[src/rtl/fetch_pkg.sv]
// Shared types and constants for the instruction-fetch sequencer.
package fetch_pkg;

  localparam int unsigned XLEN = 32;
  localparam logic [XLEN-1:0] NOP_INSTR = 32'h0000_0013;
  localparam logic [XLEN-1:0] PC_STEP = 32'd4;

  typedef enum logic [1:0] {
    IDLE    = 2'd0,
    REQ     = 2'd1,
    DISCARD = 2'd2
  } fetch_state_e;

  typedef struct packed {
    logic [XLEN-1:0] pc;
    logic [XLEN-1:0] instr;
  } fetch_entry_t;

  // Force a byte address onto a word boundary.
  function automatic logic [XLEN-1:0] word_align(input logic [XLEN-1:0] addr);
    return addr & ~32'd3;
  endfunction

endpackage

[src/rtl/fetch_if.sv]
// Fetch-side bus: instruction-memory handshake, redirect input and IF/ID handshake.
interface fetch_if;
  import fetch_pkg::*;

  logic            imem_req;
  logic [XLEN-1:0] imem_addr;
  logic            imem_ack;
  logic [XLEN-1:0] imem_rdata;
  logic            redirect_valid;
  logic [XLEN-1:0] redirect_pc;
  logic            if_valid;
  logic            if_ready;
  logic [XLEN-1:0] if_pc;
  logic [XLEN-1:0] if_instr;

  // Fetch sequencer side.
  modport master (
    output imem_req, imem_addr, if_valid, if_pc, if_instr,
    input  imem_ack, imem_rdata, redirect_valid, redirect_pc, if_ready
  );

  // Memory / pipeline side.
  modport slave (
    input  imem_req, imem_addr, if_valid, if_pc, if_instr,
    output imem_ack, imem_rdata, redirect_valid, redirect_pc, if_ready
  );

endinterface

[src/rtl/fetch_buf.sv]
// Small synchronous FIFO of fetched {pc, instr} entries; flush beats push.
module fetch_buf
  import fetch_pkg::*;
#(
  parameter int unsigned DEPTH = 2
) (
  input  logic                   clk,
  input  logic                   reset,
  input  logic                   i_push,
  input  logic                   i_pop,
  input  logic                   i_flush,
  input  fetch_entry_t           i_entry,
  output fetch_entry_t           o_head,
  output logic [$clog2(DEPTH):0] o_count,
  output logic                   o_full,
  output logic                   o_empty
);

  localparam int unsigned PTR_W = $clog2(DEPTH);
  localparam int unsigned CNT_W = PTR_W + 1;

  fetch_entry_t     r_mem [DEPTH];
  logic [PTR_W-1:0] r_rd_ptr;
  logic [PTR_W-1:0] r_wr_ptr;
  logic [CNT_W-1:0] r_count;
  logic             w_do_push;
  logic             w_do_pop;

  assign o_full    = (r_count == CNT_W'(DEPTH));
  assign o_empty   = (r_count == '0);
  assign o_count   = r_count;
  assign o_head    = r_mem[r_rd_ptr];
  assign w_do_pop  = i_pop & ~o_empty;
  assign w_do_push = i_push & (~o_full | w_do_pop);

  // Pointer and occupancy bookkeeping; pointers wrap naturally (power-of-two depth).
  always_ff @(posedge clk or posedge reset) begin
    if (reset) begin
      r_rd_ptr <= '0;
      r_wr_ptr <= '0;
      r_count  <= '0;
    end else if (i_flush) begin
      r_rd_ptr <= '0;
      r_wr_ptr <= '0;
      r_count  <= '0;
    end else begin
      if (w_do_push) r_wr_ptr <= r_wr_ptr + PTR_W'(1);
      if (w_do_pop)  r_rd_ptr <= r_rd_ptr + PTR_W'(1);
      r_count <= r_count + CNT_W'(w_do_push) - CNT_W'(w_do_pop);
    end
  end

  // Entry storage; contents are only observed while occupied, so no reset.
  always_ff @(posedge clk) begin
    if (w_do_push && !i_flush) r_mem[r_wr_ptr] <= i_entry;
  end

endmodule

[src/rtl/fetch_ctrl.sv]
// Instruction-fetch sequencer: issues word fetches, buffers returned words,
// presents them to IF/ID and flushes on redirects.
// Optional: define FETCH_PERF_EN to add perf_fetched / perf_flushes counters.
module fetch_ctrl
  import fetch_pkg::*;
#(
  parameter logic [31:0] RESET_PC  = 32'h0000_0000,
  parameter int unsigned BUF_DEPTH = 2
) (
  input  logic        clk,
  input  logic        reset,
  fetch_if.master     bus
`ifdef FETCH_PERF_EN
  ,
  output logic [31:0] perf_fetched,
  output logic [31:0] perf_flushes
`endif
);

  localparam int unsigned CNT_W = $clog2(BUF_DEPTH) + 1;

  fetch_state_e    r_state;
  logic [XLEN-1:0] r_fetch_pc;
  logic            r_req;
  logic [XLEN-1:0] r_addr;

  fetch_entry_t    w_head;
  fetch_entry_t    w_entry;
  logic [CNT_W-1:0] w_count;
  logic [CNT_W-1:0] w_occ;
  logic            w_full;
  logic            w_empty;
  logic            w_redirect;
  logic [XLEN-1:0] w_redir_pc;
  logic [XLEN-1:0] w_next_pc;
  logic            w_ack;
  logic            w_push;
  logic            w_pop;
  logic            w_space_idle;
  logic            w_space_ack;

  assign w_redirect = bus.redirect_valid;
  assign w_redir_pc = word_align(bus.redirect_pc);
  assign w_next_pc  = r_fetch_pc + PC_STEP;
  assign w_ack      = bus.imem_ack & r_req;
  // Redirect kills the pending push and the consumer pop in the same cycle.
  assign w_push     = (r_state == REQ) & w_ack & ~w_redirect;
  assign w_pop      = ~w_empty & bus.if_ready & ~w_redirect;
  assign w_entry    = '{pc: r_fetch_pc, instr: bus.imem_rdata};

  // Occupancy after this cycle's push/pop; a new request must leave room for its reply.
  assign w_occ        = w_count + CNT_W'(w_push) - CNT_W'(w_pop);
  assign w_space_idle = ~w_full | w_pop;
  assign w_space_ack  = (w_occ < CNT_W'(BUF_DEPTH));

  fetch_buf #(
    .DEPTH (BUF_DEPTH)
  ) u_buf (
    .clk     (clk),
    .reset   (reset),
    .i_push  (w_push),
    .i_pop   (w_pop),
    .i_flush (w_redirect),
    .i_entry (w_entry),
    .o_head  (w_head),
    .o_count (w_count),
    .o_full  (w_full),
    .o_empty (w_empty)
  );

  assign bus.imem_req  = r_req;
  assign bus.imem_addr = r_addr;
  assign bus.if_valid  = ~w_empty;
  assign bus.if_pc     = w_empty ? '0 : w_head.pc;
  assign bus.if_instr  = w_empty ? NOP_INSTR : w_head.instr;

  // Fetch FSM: request issue, ack handling, redirect and discard of stale replies.
  always_ff @(posedge clk or posedge reset) begin
    if (reset) begin
      r_state    <= IDLE;
      r_fetch_pc <= RESET_PC;
      r_req      <= 1'b0;
      r_addr     <= RESET_PC;
    end else begin
      case (r_state)
        IDLE: begin
          if (w_redirect) begin
            r_fetch_pc <= w_redir_pc;
            r_addr     <= w_redir_pc;
          end else if (w_space_idle) begin
            r_req   <= 1'b1;
            r_addr  <= r_fetch_pc;
            r_state <= REQ;
          end
        end
        REQ: begin
          if (w_redirect) begin
            r_fetch_pc <= w_redir_pc;
            if (w_ack) begin
              r_req   <= 1'b0;
              r_addr  <= w_redir_pc;
              r_state <= IDLE;
            end else begin
              r_state <= DISCARD;
            end
          end else if (w_ack) begin
            r_fetch_pc <= w_next_pc;
            if (w_space_ack) begin
              r_addr <= w_next_pc;
            end else begin
              r_req   <= 1'b0;
              r_state <= IDLE;
            end
          end
        end
        DISCARD: begin
          if (w_redirect) r_fetch_pc <= w_redir_pc;
          if (w_ack) begin
            r_req   <= 1'b0;
            r_state <= IDLE;
          end
        end
        default: begin
          r_req   <= 1'b0;
          r_state <= IDLE;
        end
      endcase
    end
  end

`ifdef FETCH_PERF_EN
  logic [31:0] r_perf_fetched;
  logic [31:0] r_perf_flushes;

  // Popped-instruction and redirect counters; wrap on overflow.
  always_ff @(posedge clk or posedge reset) begin
    if (reset) begin
      r_perf_fetched <= '0;
      r_perf_flushes <= '0;
    end else begin
      if (w_pop)      r_perf_fetched <= r_perf_fetched + 32'd1;
      if (w_redirect) r_perf_flushes <= r_perf_flushes + 32'd1;
    end
  end

  assign perf_fetched = r_perf_fetched;
  assign perf_flushes = r_perf_flushes;
`endif

endmodule

[src/flat_wrapper.sv]
// flat-port wrapper written by rule: the top's interface ports become plain ports
module fetch_ctrl_flat import fetch_pkg::*;
#(
  parameter logic [31:0] RESET_PC  = 32'h0000_0000,
  parameter int unsigned BUF_DEPTH = 2
)
  (clk, reset, bus_imem_req, bus_imem_addr, bus_if_valid, bus_if_pc, bus_if_instr, bus_imem_ack, bus_imem_rdata, bus_redirect_valid, bus_redirect_pc, bus_if_ready);
  fetch_if bus_i ();
  input  logic clk;
  input  logic reset;
  output wire logic [$bits(bus_i.imem_req)-1:0] bus_imem_req;
  output wire logic [$bits(bus_i.imem_addr)-1:0] bus_imem_addr;
  output wire logic [$bits(bus_i.if_valid)-1:0] bus_if_valid;
  output wire logic [$bits(bus_i.if_pc)-1:0] bus_if_pc;
  output wire logic [$bits(bus_i.if_instr)-1:0] bus_if_instr;
  input wire logic [$bits(bus_i.imem_ack)-1:0] bus_imem_ack;
  input wire logic [$bits(bus_i.imem_rdata)-1:0] bus_imem_rdata;
  input wire logic [$bits(bus_i.redirect_valid)-1:0] bus_redirect_valid;
  input wire logic [$bits(bus_i.redirect_pc)-1:0] bus_redirect_pc;
  input wire logic [$bits(bus_i.if_ready)-1:0] bus_if_ready;
  assign bus_imem_req = bus_i.imem_req;
  assign bus_imem_addr = bus_i.imem_addr;
  assign bus_if_valid = bus_i.if_valid;
  assign bus_if_pc = bus_i.if_pc;
  assign bus_if_instr = bus_i.if_instr;
  assign bus_i.imem_ack = bus_imem_ack;
  assign bus_i.imem_rdata = bus_imem_rdata;
  assign bus_i.redirect_valid = bus_redirect_valid;
  assign bus_i.redirect_pc = bus_redirect_pc;
  assign bus_i.if_ready = bus_if_ready;
  fetch_ctrl #(.RESET_PC(RESET_PC), .BUF_DEPTH(BUF_DEPTH)) u_core (.clk(clk), .reset(reset), .bus(bus_i));
endmodule
[config.mk]
export PLATFORM = sky130hd
export DESIGN_NAME = fetch_ctrl_flat
export DESIGN_NICKNAME = d
export VERILOG_FILES = /design/src/rtl/fetch_pkg.sv /design/src/rtl/fetch_if.sv /design/src/rtl/fetch_buf.sv /design/src/rtl/fetch_ctrl.sv /design/src/flat_wrapper.sv
export SDC_FILE = /design/constraint.sdc
export NUM_CORES = 1
export LEC_CHECK = 0
export ABC_AREA = 1
export CAP_MARGIN = 10
export CORE_MARGIN = 2
export CORE_UTILIZATION = 30
export CTS_CLUSTER_DIAMETER = 150
export DETAILED_ROUTE_END_ITERATION = 7
export GPL_TIMING_DRIVEN = 0
export PLACE_DENSITY = 0.54
export SYNTH_ARGS = -nofsm -noshare
export SYNTH_HDL_FRONTEND = slang
export SYNTH_SLANG_ARGS = --single-unit
[constraint.sdc]
create_clock -name clk -period 5.4 [get_ports clk]
set_clock_uncertainty 0.05 [all_clocks]
set_input_delay 1.08 -clock clk [delete_from_list [all_inputs] [get_ports clk]]
set_output_delay 1.08 -clock clk [all_outputs]
set_load 0.02 [all_outputs]
Word level (Yosys, flattened, before mapping)
Memories as Yosys holds them, arrays and structs flattened.
Index checks and enable logic that the tools add are counted.
- bits in registers: 71
- memory bits (writable): 128
- bits of input ports: 69
- output and inout port bits: 98
- word-level logic and storage cells: 88
- memories: 1
- $add $sub $neg: 7
- $lt $le $gt $ge: 1
- equal/unequal tests: 12
- muxes and demuxes: 35
- bitwise gates (word level): 12
- reductions and logical operators: 13
- memory list (memory ; depth ; bits a word ; rd ports ; clocked after memory_dff ; wr ports ; RTL line ; source):
    u_core.u_buf.r_mem ; 2 ; 64 ; 1 ; 0 ; 1 ; fetch_buf.sv:22 ; fetch_entry_t r_mem [DEPTH];
- operators by type and width (kind ; number):
    32-bit two-way mux ; 11
    32-bit case mux with 2 select lines ; 2
    32-bit by 3-bit adder with 32-bit output, second input constant ; 1
    2-bit two-way mux ; 8
    1-bit two-way mux ; 12
    3-bit by 2-bit inequality test with 1-bit output, second input constant ; 3
    2-bit by 1-bit inequality test with 1-bit output, second input constant ; 4
    4-bit AND reduction ; 2
    2-bit nonzero test ; 4
    1-bit bitwise AND ; 7
    2-bit case mux with 3 select lines ; 1
    5-bit AND reduction ; 1
    2-bit by 1-bit adder with 2-bit output ; 2
    2-bit equality test, second input constant ; 2
    2-bit logical NOT ; 2
    2-bit by 1-bit subtractor with 2-bit output ; 2
    3-bit inequality test, second input constant ; 1
    1-bit inverter ; 3
    1-bit case mux with 3 select lines ; 1
    3-bit AND reduction ; 1
    1-bit adder, second input constant ; 2
    2-bit by 1-bit equality test with 1-bit output, second input constant ; 1
    2-bit < comparator, second input constant ; 1
    2-bit inequality test, second input constant ; 1
    4 further kinds ; 5

Logic depth before layout (Yosys ltp)
Gate-level depths: netlist of the first run.
- depth after elaboration: 10
- depth in mapped cells: 14
- depth with buffers taken out: 12

By module
From an unflattened synthesis of the first run, not the netlist that was laid out.
- cells, all modules: 1208
- area total of the unflattened synthesis: 9964.6 um^2
- by module, submodules not included (module ; instances ; cells an instance ; area each (um^2) ; seq. area each (um^2)):
    fetch_ctrl ; 1 ; 834 ; 5006.1 ; 1676.6
    fetch_buf ; 1 ; 374 ; 4958.5 ; 3943.8

Least setup slack after synthesis of the first run
OpenSTA, ideal clock, no wires.
- path type: input-to-reg
- start point: in bus_imem_ack
- end point: mem u_core.u_buf.r_mem[0][0] (netlist name) (enable)
- setup time: 486 ps
- arrival time: 4244 ps
- data required time: 4864 ps
- slack: 620 ps
- cell stages on the path: 4
- buffers on the path: 0
- cells stage by stage: nand2_1 > nor3_2 > nand2_1 > nor2_1
- longest elaborated chain between the ends: 7
- ends and longest elaborated chain (item ; RTL line ; source):
    start, declared ; flat_wrapper.sv:16 ; input wire logic [$bits(bus_i.imem_ack)-1:0] bus_imem_ack;
    1-bit bitwise AND ; fetch_ctrl.sv:45 ; assign w_ack = bus.imem_ack & r_req;
    1-bit bitwise AND (2 in a row) ; fetch_ctrl.sv:47 ; assign w_push = (r_state == REQ) & w_ack & ~w_redirect;
    1-bit bitwise AND ; fetch_buf.sv:34 ; assign w_do_push = i_push & (~o_full | w_do_pop);
    1-bit logical AND ; fetch_buf.sv:55 ; if (w_do_push && !i_flush) r_mem[r_wr_ptr] <= i_entry;
    1-bit two-way mux ; fetch_buf.sv:55 ;
    1-bit two-way mux (not written as such) ; fetch_buf.sv:55 ;
    end, declared ; fetch_buf.sv:22 ;
Every way passes these cells.

Worst setup path after layout of the first run
- start point: reg u_core.u_buf.r_rd_ptr
- end point: out bus_if_pc[16]
- longest elaborated chain between the ends: 2
- ends and longest elaborated chain (item ; RTL line ; source):
    start, declared ; fetch_buf.sv:23 ; logic [PTR_W-1:0] r_rd_ptr;
    start signal, assigned ; fetch_buf.sv:48 ; if (w_do_pop) r_rd_ptr <= r_rd_ptr + PTR_W'(1);
    memory read 2 x 64 bit ; - ;
    32-bit two-way mux ; fetch_ctrl.sv:74 ; assign bus.if_pc = w_empty ? '0 : w_head.pc;
    end, declared ; flat_wrapper.sv:14 ; output wire logic [$bits(bus_i.if_pc)-1:0] bus_if_pc;
Every way passes these cells.

==> results of run 1 <==
[cells by family (layout without fill, tap and decap cells)]
logic type | count (synthesis) | count (layout) | synth area share [%]
buffers and inverters | 127 | 328 | 5.55
DFF | 199 | 199 | 59.5
adders and majority gates | 3 | 3 | 0.398
muxes | 2 | 2 | 0.212
AOI/OAI and AO/OA | 187 | 187 | 10.6
xor gates and xnor gates | 4 | 4 | 0.371
and+or+nand+nor | 543 | 543 | 23.4
[through the flow]
step           power [W]  area [µm²]
2_1_floorplan    0.00371        9440
3_3_place_gp     0.00476       11600
3_5_place_dp     0.00480       11700
4_1_cts          0.00610       12300
5_1_grt          0.00644       12300
6_report         0.00608       12300
[worst register-to-register path: stages, from the launching register on]
cell and delay (ps):
dfrtp_1 410, inv_1 100, nand2_2 160, nand3_2 110, nand3_1 150, nand2_1 200
nor2_4 670, buf_12 270
[per-layer routing]
layer	share of wire (%)	vias to the layer above	GRT usage [%]
met2	46	283	27.6
met5	0	-	0
li1	-	3940	-
met3	5.1	38	3.13
met1	47	3819	24.2
met4	2.0	0	5.72
[worst max path at each step]
stage / to / startpoint / depth (start not counted)
floorplan: u_core.u_buf.r_mem[0][0] / bus_imem_ack / 4
global placement: u_core.u_buf.r_mem[1][6] / bus_redirect_valid / 6
detailed placement: u_core.u_buf.r_mem[1][27] / bus_redirect_valid / 7
CTS: bus_if_pc[16] / u_core.u_buf.r_rd_ptr / 6
global route: bus_if_pc[2] / u_core.u_buf.r_rd_ptr / 6
finish: bus_if_pc[16] / u_core.u_buf.r_rd_ptr / 6
[registers in the layout, indices dropped and copies added (netlist names)]
signal                 flops
u_core.r_state             2
u_core.bus.imem_addr      32
u_core.u_buf.r_mem       128
u_core.u_buf.r_rd_ptr      1
u_core.u_buf.r_wr_ptr      1
u_core.r_fetch_pc         32
u_core.bus.imem_req        1
u_core.u_buf.o_count       2
[Yosys cell counts, drive strengths merged]
cell type	count	share of area [%]
inv	72	2.9
nand3	77	4.1
nor3	7	0.42
xor2	2	0.19
buf	30	1.7
nand4	8	0.53
nand3b	2	0.16
dfrtp	71	19
nand2	379	15
o211ai	5	0.40
o21ai	72	3.9
a21oi	90	4.8
o21bai	4	0.32
clkbuf	24	0.95
xnor2	2	0.19
nor2	69	3.0
a22oi	5	0.40
edfxtp	128	41
ha	3	0.40
o22ai	10	0.66
a221oi	1	0.093
and2	1	0.066
clkinv	1	0.040
mux2i	2	0.21
[layout by cell type, fill, tap and decap left out, types with 7 or more instances in the layout]
| cell | count |
|---|---|
| clkbuf_1 | 24 |
| inv_8 | 7 |
| nand4_1 | 8 |
| buf_2 | 17 |
| o21ai_0 | 59 |
| buf_1 | 7 |
| o22ai_1 | 10 |
| a21oi_1 | 90 |
| nor2_1 | 63 |
| clkdlybuf4s50_1 | 164 |
| inv_1 | 66 |
| nand3_1 | 76 |
| nand2_1 | 378 |
| dfrtp_1 | 71 |
| edfxtp_1 | 128 |
| clkbuf_16 | 17 |
| o21ai_1 | 12 |
[final cells by class]
class / instances / area, µm² / share of cell area (%)
Multi-Input combinational cell: 739 / 3310 / 26.9
Buffer: 54 / 250 / 2.03
Clock inverter: 15 / 173 / 1.40
Clock buffer: 17 / 425 / 3.45
Timing Repair Buffer: 169 / 1760 / 14.3
Sequential cell: 199 / 5620 / 45.6
Inverter: 73 / 277 / 2.25
Tap cell: 396 / 495 / 4.02
[power by group]
group,internal [W],total (W),switching [W]
Sequential,0.00200,0.00233,0.000337
Combinational,0.000885,0.00246,0.00157
Clock,0.000627,0.00129,0.000661
Total,0.00351,0.00608,0.00257
==> results.md, run 1 <==
| Item | This run | Unit |
| --- | --- | --- |
| Status | finished, final reports clean | - |
| Filler Cell Count | 3037 | - |
| Number of optimization iterations in the first detailed-route pass | 6 | - |
| Total congestion overflow after global routing | 0 | - |
| RR Endpoint | u_core.u_buf.r_mem[0][22] | - |
| Fraction of the yosys area taken by sequential cells | 59.5 | % |
| Effective utilization at floorplan | 30.6 | % |
| Worst path top cell family by delay | buffers and inverters | - |
| Number of failing hold endpoints at the final stage | 0 | - |
| Root buffer cell | clkbuf_16 | - |
| Cell area power density | 494 | mW/mm² |
| Number of pins exceeding their max-slew limit in the final report | 0 | - |
| Routed via count | 8080 | - |
| FF-to-FF setup slack | 2960 | ps |
| Average wire length per cell after detail routing | 17.3 | µm |
| Die ar. | 0.0329 | mm² |
| Placeable core region | 0.0308 | mm² |
| Buffer depth of the longest clock path | 2 | - |
| Number of port buffers | 164 | - |
| Total length of routed wires | 28.7 | mm |
| Hold Slack | 437 | ps |
| CP dominant cell by count | clkbuf_1 | - |
| Post-layout utilization of the core | 40.0 | % |
| Setup_tns | 0 | ps |
| Cell count after placement | 1630 | - |
| Nets | 1325 | - |
| Leakage power figure | 4.92 | nW |
| Logic depth of the worst register-to-register path | 7 | - |
| Maximum frequency from static timing analysis | 0.246 | GHz |
| Yosys reg bits | 199 | - |
| Routed vias/inst | 4.86 | - |
| Ordered list of cells on the worst path | inv_1 > clkbuf_1 > clkbuf_1 > nand2_1 > a21oi_1 > clkdlybuf4s50_1 | - |
| Gate count of the mapped netlist | 1065 | - |
| Sinks on Clock Net | 199 | - |
| Final setup violation count | 0 | - |
| H-Tree Depth | 4 | - |
| First-pass GRT wire length | 43.7 | mm |
| Remaining antenna violation count after routing | 0 | - |
| Arrival time of the worst setup path | 2930 | ps |
| Worst Path Buf+Inv | 4 | - |
| Slowest Stage Delay on Critical Path | 670 | ps |
| Worst Setup Slack, final | 1340 | ps |
| Number of antenna violations at the first check in global routing | 0 | - |
| Kind of capture point of the worst setup path | primary output | - |
| Antenna Cells | 0 | - |
| Syn Std Cell Area | 0.00944 | mm² |
| Setup Crit Path Kind | reg -> out | - |
| DRC viols | 0 | - |
| Vert. Die Dim | 181 | µm |
| Post-route insts no fill | 1662 | - |
| Critical-path top delay cell | clkdlybuf4s50_1 | - |
| Final GP Congestion | 0.869 | - |
| Path type of the worst min-delay path | reg -> reg | - |
| Post-route minimum period | 4060 | ps |
| Cells on Worst Hold Path | 2 | - |
| Yosys warns | 0 | - |
| FF-to-FF Start | u_core.u_buf.o_count[0] | - |
| Clock transition time at the flip-flop clock pins of the worst setup and hold paths | 80 | ps |
| Worst-path maximum fanout | 10 | - |
| Number of top-level pins | 167 | - |
| Max-capacitance violation count | 0 | - |
| Number of buffers inserted during clock tree synthesis | 17 | - |
| Final period util | 75.3 | % |
| Post-CTS setup buffer count | 0 | - |
| Post-CTS sizing | 0 | - |
| Avg Cell Area, Syn | 8.87 | µm² |
| Detailed Place HPWL | 20.2 | mm |
| Slew at the pin closest to its max-slew limit | 835 | ps |
| Width of the die | 181 | µm |
| Clock tree from TritonCTS | yes | - |
| Number of distinct library cell variants in the gate-level netlist after synthesis | 35 | - |
| Via count of the first global-routing pass | 7645 | - |
| Fraction of layout instances using a drive strength above 1 | 6.00 | % |
| Clock Latency Late Sink | 440 | ps |
| Start point of the worst min-delay path | u_core.bus.imem_addr[22] | - |
| Maximum vdd ir drop | 209 | µV |
| Category of the worst setup path launch point | flop | - |
| Post-placement setup slack | 1670 | ps |
| Combined global-route utilization of all metal layers | 17.4 | % |
| Area overhead of the layout relative to synthesis | 30.5 | % |
| Synth Net Count | 1137 | - |
| Standard-cell row count | 64 | - |
| Worst relative slew slack | 44.2 | % |
| Initial DRC count | 780 | - |
| Count of hold-fix buffers inserted at cts | 0 | - |
| Maximum number of pins on one net before global-route repair | 58 | - |
| Setup repair after global routing missed its margin | no | - |
| Hold path endpoint | u_core.bus.imem_addr[22] | - |
| Required time at the worst-slack endpoint | 4270 | ps |
Note: power is estimated with default switching activity, not from simulation.
==> inputs of run 2 (changes only) <==
Settings changed: PLACE_DENSITY 0.54 to 0.56.
Clock period 5.4 ns to 3.35 ns, I/O delays scaled along.
==> run 2 against run 1 <==
Compared with the run above:
- sequential power increased by 61%
- utilization about the same
- hold slack got worse by 3.3 ps
- flip-flop and latch count unchanged
- global-route usage about the same
- die area unchanged
- routed wire length up 0.17%
- via count shrank 0.62%
- worst setup slack got worse by 1200 ps
- cell area barely moved
- critical path depth is the same
- combinational power increased by 61%
==> results.md, run 2 (synthesis results as in run 1) <==
| Item | This run | Unit | vs previous |
| --- | --- | --- | --- |
| Combined global-route utilization of all metal layers | 17.4 | % | about the same |
| Number of optimization iterations in the first detailed-route pass | 6 | - | unchanged |
| Required time at the worst-slack endpoint | 2630 | ps | -1640 ps |
| RR Endpoint | u_core.u_buf.r_mem[1][20] | - |  |
| Average wire length per cell after detail routing | 17.3 | µm | +0.17% |
| Worst Setup Slack, final | 134 | ps | -1200 ps |
| Number of pins exceeding their max-slew limit in the final report | 0 | - | unchanged |
| End point of the critical path | bus_if_pc[16] | - |  |
| Setup repair after global routing missed its margin | yes | - |  |
| Number of antenna violations at the first check in global routing | 0 | - | unchanged |
| Worst-path maximum fanout | 10 | - | unchanged |
| Effective utilization at floorplan | 30.6 | % | unchanged |
| Buffer depth of the longest clock path | 2 | - | unchanged |
| Number of top-level pins | 167 | - | unchanged |
| Initial DRC count | 828 | - | +6.2% |
| Clock tree from TritonCTS | yes | - |  |
| First-pass GRT wire length | 44.0 | mm | +0.59% |
| Die ar. | 0.0329 | mm² | unchanged |
| Path type of the worst min-delay path | reg -> reg | - |  |
| Fraction of layout instances using a drive strength above 1 | 6.87 | % | +0.87 points |
| Maximum vdd ir drop | 379 | µV | +81% |
| Register share of total power | 38.5 | % | about the same |
| Routed via count | 8030 | - | -0.62% |
| Routed vias/inst | 4.83 | - | -0.62% |
| Arrival time of the worst setup path | 2500 | ps | -430 ps |
| Post-placement setup slack | -101 | ps | -1770 ps |
| Post-route minimum period | 3220 | ps |  |
| Setup Crit Path Kind | reg -> out | - |  |
| Final GP Congestion | 0.886 | - | +1.9% |
| Flip-flop count of the largest register after layout | 128 | - | unchanged |
| Slew at the pin closest to its max-slew limit | 738 | ps | -96.5 ps |
| Clock transition time at the flip-flop clock pins of the worst setup and hold paths | 80 | ps | about the same |
| Maximum number of pins on one net before global-route repair | 57 | - | -1.7% |
| Root buffer cell | clkbuf_16 | - |  |
| Width of the die | 181 | µm | unchanged |
| Most frequent cells in the layout | nand2_1 (378), clkdlybuf4s50_1 (164), edfxtp_1 (128), a21oi_1 (90), nand3_1 (76) | - |  |
| Internal power component | 0.00571 | W | +63% |
| Sinks on Clock Net | 199 | - | unchanged |
| DRC viols | 0 | - | unchanged |
| Vert. Die Dim | 181 | µm | unchanged |
| Worst relative slew slack | 50.7 | % | +6.5 points |
| Number of port buffers | 164 | - | unchanged |
| Origin of the worst setup path | u_core.u_buf.r_rd_ptr | - |  |
| Leading cell type in the layout, fill and taps excluded | nand2_1 | - |  |
| FF-to-FF Start | u_core.u_buf.o_count[1] | - |  |
| Biggest register | u_core.u_buf.r_mem | - |  |
| Combinational Power Share | 40.6 | % | about the same |
| Area overhead of the layout relative to synthesis | 30.4 | % | about the same |
| Max-capacitance violation count | 0 | - | unchanged |
| Final setup violation count | 0 | - | unchanged |
| Via count of the first global-routing pass | 7533 | - | -1.5% |
| Placeable core region | 0.0308 | mm² | unchanged |
| H-Tree Depth | 4 | - | unchanged |
| Antenna Cells | 0 | - | unchanged |
| Clock Latency Late Sink | 440 | ps | about the same |
| Logic depth of the worst register-to-register path | 9 | - | +2 |
| Proportion of total power due to net switching | 41.5 | % | -0.79 points |
| Total length of routed wires | 28.8 | mm | +0.17% |
| Post-CTS setup buffer count | 0 | - | unchanged |
| Detailed Place HPWL | 20.2 | mm | about the same |
| Final period util | 96.0 | % |  |
| Sw power | 0.00405 | W | +57% |
| Kind of capture point of the worst setup path | primary output | - |  |
| FF-to-FF setup slack | 750 | ps | -2210 ps |
| Number of failing hold endpoints at the final stage | 0 | - | unchanged |
| Count of hold-fix buffers inserted at cts | 0 | - | unchanged |
| Setup_tns | 0 | ps | unchanged |
| Cell area power density | 792 | mW/mm² | +60% |
| Clock network power share | 20.9 | % | -0.3 points |
| Remaining antenna violation count after routing | 0 | - | unchanged |
| Nets | 1325 | - | unchanged |
| Status | finished, final reports clean | - |  |
| Leakage power figure | 4.95 | nW | +0.55% |
| Standard-cell row count | 64 | - | unchanged |
| Number of buffers inserted during clock tree synthesis | 17 | - | unchanged |
| Category of the worst setup path launch point | flop | - |  |
| Total congestion overflow after global routing | 0 | - | unchanged |
| Maximum frequency from static timing analysis | 0.311 | GHz |  |
==> run 2: cell count changes in the layout (fill, tap and decap cells not counted), moves of 2 or more <==
| cell | before | now |
|---|---|---|
| clkbuf_2 | 0 | 12 |
| clkbuf_1 | 24 | 16 |
| clkinv_4 | 1 | 8 |
| clkinv_8 | 4 | 0 |
| inv_8 | 7 | 3 |
| buf_1 | 7 | 5 |
| clkinvlp_4 | 2 | 0 |
==> run 2: what timing repair did <==
item                       4_1_cts  5_1_grt
hold endpoints to repair         0        0
pin swaps                        0        0
resized for setup                6       12
setup endpoints to repair       60       36
==> run 2: worst min path at each step <==
stage                                end                     start  slack (ps)  depth (start not counted)
2_1_floorplan  u_core.u_buf.r_mem[0][32]      u_core.r_fetch_pc[0]         410                          0
3_3_place_gp    u_core.bus.imem_addr[29]  u_core.bus.imem_addr[29]         420                          2
3_5_place_dp     u_core.bus.imem_addr[2]   u_core.bus.imem_addr[2]         420                          2
4_1_cts         u_core.bus.imem_addr[26]  u_core.bus.imem_addr[26]         440                          2
5_1_grt          u_core.bus.imem_addr[2]   u_core.bus.imem_addr[2]         460                          2
6_report        u_core.bus.imem_addr[26]  u_core.bus.imem_addr[26]         430                          2
==> run 2: area by class of cell <==
| type | instances | area, µm² |
|---|---|---|
| flip-flops and latches | 199 | 5620 |
| fillers | 3054 | 18500 |
| clock buffers | 19 | 433 |
| clock inverters | 13 | 143 |
| inverters | 73 | 277 |
| multi-input cells | 739 | 3310 |
| repair buffers | 169 | 1760 |
| plain buffers | 54 | 265 |
| well taps | 396 | 495 |
==> run 2: worst max-delay path, cell delays in order (launching register included) <==
cell and delay, ps:
dfrtp_1 390, inv_1 70, clkbuf_2 280, clkbuf_2 290
nand2_1 80, a21oi_1 280, clkdlybuf4s50_1 670
==> run 2: stage by stage <==
| step | util [%] | cells | area [µm²] | power [W] | hold WS, ps |
|---|---|---|---|---|---|
| 2_1_floorplan | - | 1065 | 9440 | 0.00598 | 414 |
| 3_3_place_gp | 37.6 | 1625 | 11600 | 0.00767 | 416 |
| 3_5_place_dp | 38.0 | 1630 | 11700 | 0.00772 | 415 |
| 4_1_cts | 39.9 | 1662 | 12300 | 0.00979 | 440 |
| 5_1_grt | 39.9 | 1662 | 12300 | 0.0103 | 465 |
| 6_report | 39.9 | 1662 | 12300 | 0.00975 | 433 |
==> run 2: power by group through the flow <==
stage / registers, W / clock network (W) / logic, W
2_1_floorplan: 0.00381 / 0 / 0.00217
5_1_grt: 0.00383 / 0.00218 / 0.00434
6_report: 0.00376 / 0.00203 / 0.00396
4_1_cts: 0.00374 / 0.00209 / 0.00396
3_5_place_dp: 0.00378 / 0 / 0.00394
3_3_place_gp: 0.00379 / 0 / 0.00388
==> run 2: routing by layer <==
metal / GRT usage, % / part of all wire [%]
met4: 5.07 / 1.9
met5: 0 / 0
met3: 3.07 / 6.5
met2: 27.7 / 46
met1: 24.4 / 46
==> RTL edit 1 (flow settings as in run 2) <==
Re-encode `fetch_state_e` (3 states) as one-hot, 3 bits wide.
--- a/src/rtl/fetch_pkg.sv
+++ b/src/rtl/fetch_pkg.sv
@@ -7,6 +7,6 @@
 
-  typedef enum logic [1:0] {
-    IDLE    = 2'd0,
-    REQ     = 2'd1,
-    DISCARD = 2'd2
+  typedef enum logic [2:0] {
+    IDLE    = 3'b001,
+    REQ     = 3'b010,
+    DISCARD = 3'b100
   } fetch_state_e;
Behaviour: same outputs for any inputs over 4 cycles, from zero or initial values and one cycle with reset high; so few cycles prove little.
==> RTL edit 1 against run 2 <==
Wire length grew 1.4%; sequential power shrank 4%; via count is essentially flat; cell area grew 2.2%; sequential cell count grew 1; sequential share of layout area shrank 0.76 points; total power shrank 7.3%; hold slack lost 0.0024 ns; synthesized cell count grew 0.66%; area after synthesis grew 1.6%; worst setup slack gained 0.023 ns; critical path type unchanged; highest routed layer unchanged.
==> RTL edit 1: results (changes against run 2) <==
- DP Area: 0.01194 mm² (was 0.01172 mm²)
- Routability cong.: 0.8741 (was 0.8855)
- Status: finished clean (unchanged)
- Design area: 0.01258 mm² (was 0.01231 mm²)
- Inst Count DP: 1645 (was 1630)
- R2r startpoint: u_core.r_state[2]$_DFFE_PP0P_ (was u_core.u_buf.o_count[1]$_DFF_PP0_)
- Vias per inst: 4.788 (was 4.832)
- Synth area leaders: edfxtp_1 (40%), dfrtp_1 (19%), nand2_1 (15%) (was edfxtp_1 (41%), dfrtp_1 (19%), nand2_1 (15%))
- Top post-synthesis cells by count: nand2_1 (393), edfxtp_1 (128), a21oi_1 (87), dfrtp_1 (71), nor2_1 (69) (was nand2_1 (378), edfxtp_1 (128), a21oi_1 (90), nand3_1 (76), dfrtp_1 (71))
- Leakage: 5.255 nW (was 4.946 nW)
- First-pass GRT wire length: 45.02 mm (was 43.95 mm)
- Vias after detailed routing: 8029 (was 8030)
- Final-stage net count: 1334 (was 1325)
- Hold Crit Start: u_core.bus.imem_addr[24]$_DFFE_PP0P_ (was u_core.bus.imem_addr[26]$_DFFE_PP0P_)
- Reg power frac: 0.401 (was 0.385)
- Post-synthesis cell count: 1072 (was 1065)
- VDD IR max: 0.3955 mV (was 0.3794 mV)
- Detailed placement HPWL: 21.04 mm (was 20.16 mm)
- WHS Endpoint: u_core.bus.imem_addr[24]$_DFFE_PP0P_ (was u_core.bus.imem_addr[26]$_DFFE_PP0P_)
- 1st-iter DRT viols: 566 (was 828)
- Combinational power: 3.28 mW (was 3.96 mW)
- GRT Util Overall: 0.1775 (was 0.1743)
- Hold_ws: 0.4309 ns (was 0.4333 ns)
- Vias in the first global route: 7744 (was 7533)
- P_int: 5.451 mW (was 5.705 mW)
- Layout fillers: 3131 (was 3054)
- Ys async rst share: 0.3600 (was 0.3568)
- Drt wl/cell: 17.39 µm (was 17.31 µm)
- Critical R2R Capture: u_core.u_buf.r_mem[1][14]$_DFFE_PP_ (was u_core.u_buf.r_mem[1][20]$_DFFE_PP_)
- Yosys top cell area share: 0.4009 (was 0.4071)
- TritonRoute pass-1 iters: 5 (was 6)
- Metal2 WL: 13.36 mm (was 13.12 mm)
- R2r setup slk: 0.66 ns (was 0.75 ns)
- Share of cells above drive strength 1: 0.08863 (was 0.06872)
- M1 WL: 13.70 mm (was 13.25 mm)
- Maximum number of pins on one net before global-route repair: 40 (was 57)
- Sequential area share after synthesis: 0.5889 (was 0.5953)
RTL edit 1: cell count changes after synthesis, sizes merged, moves of 2 or more:
cell,before,now
inv,72,69
mux2i,2,7
o21ai,72,58
a21oi,90,87
a31oi,0,2
a22oi,5,12
buf,30,21
nand2,379,400
nor2,69,74
nand3,77,70
o22ai,10,5
nor3,7,5
a21boi,0,4
clkbuf,24,31
RTL edit 1: how the worst max path moves through the flow:
stage / startpoint / to / slack [ns]
after floorplan: bus_imem_ack / u_core.u_buf.r_mem[0][0]$_DFFE_PP_ / -1.04
after global placement: bus_imem_ack / u_core.u_buf.r_mem[1][6]$_DFFE_PP_ / -3.45
after detailed placement: bus_imem_ack / u_core.u_buf.r_mem[1][9]$_DFFE_PP_ / -0.02
after CTS: u_core.u_buf.o_count[1]$_DFF_PP0_ / bus_if_pc[9] / 0.03
after global routing: u_core.u_buf.r_rd_ptr$_DFFE_PP0P_ / bus_if_instr[19] / -0.02
final: u_core.u_buf.o_count[1]$_DFF_PP0_ / bus_if_pc[16] / 0.16
RTL edit 1: logic make-up (layout without fill, tap and decap cells):
kind of cell / count (synthesis) / after routing / share of synthesized area
DFF: 200 / 200 / 0.5889
muxes: 7 / 7 / 0.007308
and+or+nand+nor: 559 / 559 / 0.2388
xor gates and xnor gates: 3 / 3 / 0.002741
adders and majority gates: 3 / 3 / 0.003915
AOI/OAI and AO/OA: 178 / 178 / 0.1047
buffers and inverters: 122 / 325 / 0.05363
RTL edit 1: metal layers:
layer	track usage	vias up
li1	-	3963
met1	0.2491	3749
met2	0.2852	289
met3	0.02800	28
met4	0.05056	0
met5	0	-
RTL edit 1: critical path, cell delays in order (launching register included):
cell and delay (ns):
dfrtp_1 0.44, inv_1 0.08, nand2_2 0.22, clkinv_2 0.19
clkbuf_2 0.24, a21oi_1 0.19, clkdlybuf4s50_1 0.68
RTL edit 1: cell type report:
cell class / count / area share
buffer: 52 / 0.02138
clock buffer: 17 / 0.03382
clock inverter: 15 / 0.01472
inverter: 70 / 0.02138
multi-input combinational: 750 / 0.2736
sequential: 200 / 0.4489
tap: 402 / 0.03998
timing repair buffer: 171 / 0.1462
RTL edit 1: per-stage QoR:
stage	setup slack, ns	power, mW	setup TNS, ns
detailed placement	-0.02258	6.917	-0.4228
floorplan	-1.045	5.555	-133.73
global route	-0.02324	9.594	-0.03357
finish	0.1575	9.039	0
CTS	0.02663	9.082	0
global placement	-3.447	6.869	-493.85
RTL edit 1: repair_timing:
| action | 4_1_cts | 5_1_grt |
|---|---|---|
| setup endpoints to repair | 60 | 51 |
| hold endpoints to repair | 0 | 0 |
| buffers inserted | 0 | 0 |
| resized for setup | 8 | 23 |
==> RTL edit 2 (settings of run 2) <==
Without the edit above. `BUF_DEPTH` is set to 2 in 2 places; all go to 4.
--- a/src/rtl/fetch_ctrl.sv
+++ b/src/rtl/fetch_ctrl.sv
@@ -7,3 +7,3 @@
   parameter logic [31:0] RESET_PC  = 32'h0000_0000,
-  parameter int unsigned BUF_DEPTH = 2
+  parameter int unsigned BUF_DEPTH = 4
 ) (
--- a/src/flat_wrapper.sv
+++ b/src/flat_wrapper.sv
@@ -4,3 +4,3 @@
   parameter logic [31:0] RESET_PC  = 32'h0000_0000,
-  parameter int unsigned BUF_DEPTH = 2
+  parameter int unsigned BUF_DEPTH = 4
 )
Function: changed (Yosys sat finds a counterexample within 4 cycles, from zero or initial values and one cycle with reset high).
==> RTL edit 2 against run 2 <==
Cell area grew 54%; sequential cell count grew 131; wire length grew 58%; total power grew 70%; worst setup slack gained 0.014 ns; area after synthesis grew 57%; first-iteration DRC count grew 22%; largest cell class unchanged; count of clock-buffer cells in the layout grew 28.
==> RTL edit 2: results (changes against run 2) <==
- Multi-input gates: 1035 (was 739)
- Clock network area share: 0.06507 (was 0.04675)
- Vias after detailed routing: 11617 (was 8030)
- CTS resizes: 83 (was 6)
- Maximum number of pins on one net before global-route repair: 53 (was 57)
- Layout fillers: 4793 (was 3054)
- 1st-iter DRT viols: 1007 (was 828)
- Critical path startpoint: u_core.u_buf.r_rd_ptr[0]$_DFFE_PP0P_ (was u_core.u_buf.r_rd_ptr$_DFFE_PP0P_)
- Detailed placement HPWL: 30.63 mm (was 20.16 mm)
- CTS H-tree depth: 2 (was 4)
- Critical R2R Capture: u_core.bus.imem_addr[25]$_DFFE_PP0P_ (was u_core.u_buf.r_mem[1][20]$_DFFE_PP_)
- Initial antenna violation count: 1 (was 0)
- Post-Route Utilization: 0.3873 (was 0.3994)
- GRT Util Overall: 0.1778 (was 0.1743)
- Reg2reg path depth: 19 (was 9)
- CLK BUF: 47 (was 19)
- Post-CTS setup repair buffer count: 2 (was 0)
- Mean post-synth cell area: 9.718 µm² (was 8.865 µm²)
- Num CTS Buffers: 37 (was 17)
- Total Wirelength: 45.61 mm (was 28.78 mm)
- Longest Clk Path Bufs: 3 (was 2)
- DP Area: 0.01757 mm² (was 0.01172 mm²)
- Insertion delay to the later sink of the worst-skew pair: 0.54 ns (was 0.44 ns)
- Ys async rst share: 0.2242 (was 0.3568)
- Worst Hold Class: in2async (was reg2reg)
- Fraction of area in multi-input gates: 0.2475 (was 0.2692)
- Vias per inst: 4.771 (was 4.832)
- Yosys cell types: 41 (was 35)
- R2r setup slk: 0.30 ns (was 0.75 ns)
- CTS Sinks: 330 (was 199)
- Sequential area share after synthesis: 0.6420 (was 0.5953)
- Vias in the first global route: 11341 (was 7533)
- Post-Syn Nets: 1608 (was 1137)
- Final-stage net count: 1821 (was 1325)
- Clock Pin Slew Worst Setup and Hold Paths: 0.06 ns (was 0.08 ns)
- Top post-synthesis cells by count: nor2_1 (353), nand2_1 (288), edfxtp_1 (256), o21ai_0 (167), a21oi_1 (88) (was nand2_1 (378), edfxtp_1 (128), a21oi_1 (90), nand3_1 (76), dfrtp_1 (71))
- Register share of the cell area: 0.5031 (was 0.4565)
- Slowest stage delay, CP: 0.62 ns (was 0.67 ns)
- Routability cong.: 0.9052 (was 0.8855)
- Status: finished clean (unchanged)
- Largest register FFs: 256 (was 128)
- First-pass GRT wire length: 68.70 mm (was 43.95 mm)
[RTL edit 2: cell count changes after synthesis, sizes merged, moves of 6 or more]
| cell | run 2 | this run |
|---|---|---|
| ha | 3 | 9 |
| buf | 30 | 41 |
| nand2 | 379 | 291 |
| inv | 72 | 83 |
| nand3 | 77 | 55 |
| o21ai | 72 | 175 |
| clkbuf | 24 | 39 |
| nor2 | 69 | 362 |
| edfxtp | 128 | 256 |
[RTL edit 2: power by group]
part / switching, mW / internal [mW]
clock network: 1.70 / 2.44
logic: 4.39 / 2.26
registers: 0.664 / 5.14
[RTL edit 2: how the worst min path moves through the flow]
stage | slack (ns) | cells after the start | start | end
after floorplan | 0.45 | 0 | u_core.r_fetch_pc[0]$_DFFE_PP0P_ | u_core.u_buf.r_mem[0][32]$_DFFE_PP_
after global routing | 0.44 | 2 | reset | u_core.bus.imem_addr[18]$_DFFE_PP0P_
after global placement | 0.42 | 2 | u_core.bus.imem_addr[2]$_DFFE_PP0P_ | u_core.bus.imem_addr[2]$_DFFE_PP0P_
final | 0.42 | 2 | reset | u_core.bus.imem_addr[18]$_DFFE_PP0P_
after detailed placement | 0.42 | 2 | u_core.bus.imem_addr[24]$_DFFE_PP0P_ | u_core.bus.imem_addr[24]$_DFFE_PP0P_
after CTS | 0.41 | 2 | reset | u_core.bus.imem_addr[19]$_DFFE_PP0P_
[RTL edit 2: routing by layer]
metal	routed length, µm	global-route usage	vias to the layer above
met5	13	0	-
met4	1066	0.04924	2
met3	2667	0.02708	64
met2	21290	0.2911	412
met1	20570	0.2452	5526
li1	-	-	5613
[RTL edit 2: cells by family after synthesis]
kind of cell	after synthesis	share of synthesized area
buf+inv	164	0.04598
fa+ha+maj	10	0.008926
mux	1	0.0006737
xor+xnor	2	0.001179
flops	330	0.6420
compound gates	293	0.1037
simple gates	729	0.1976
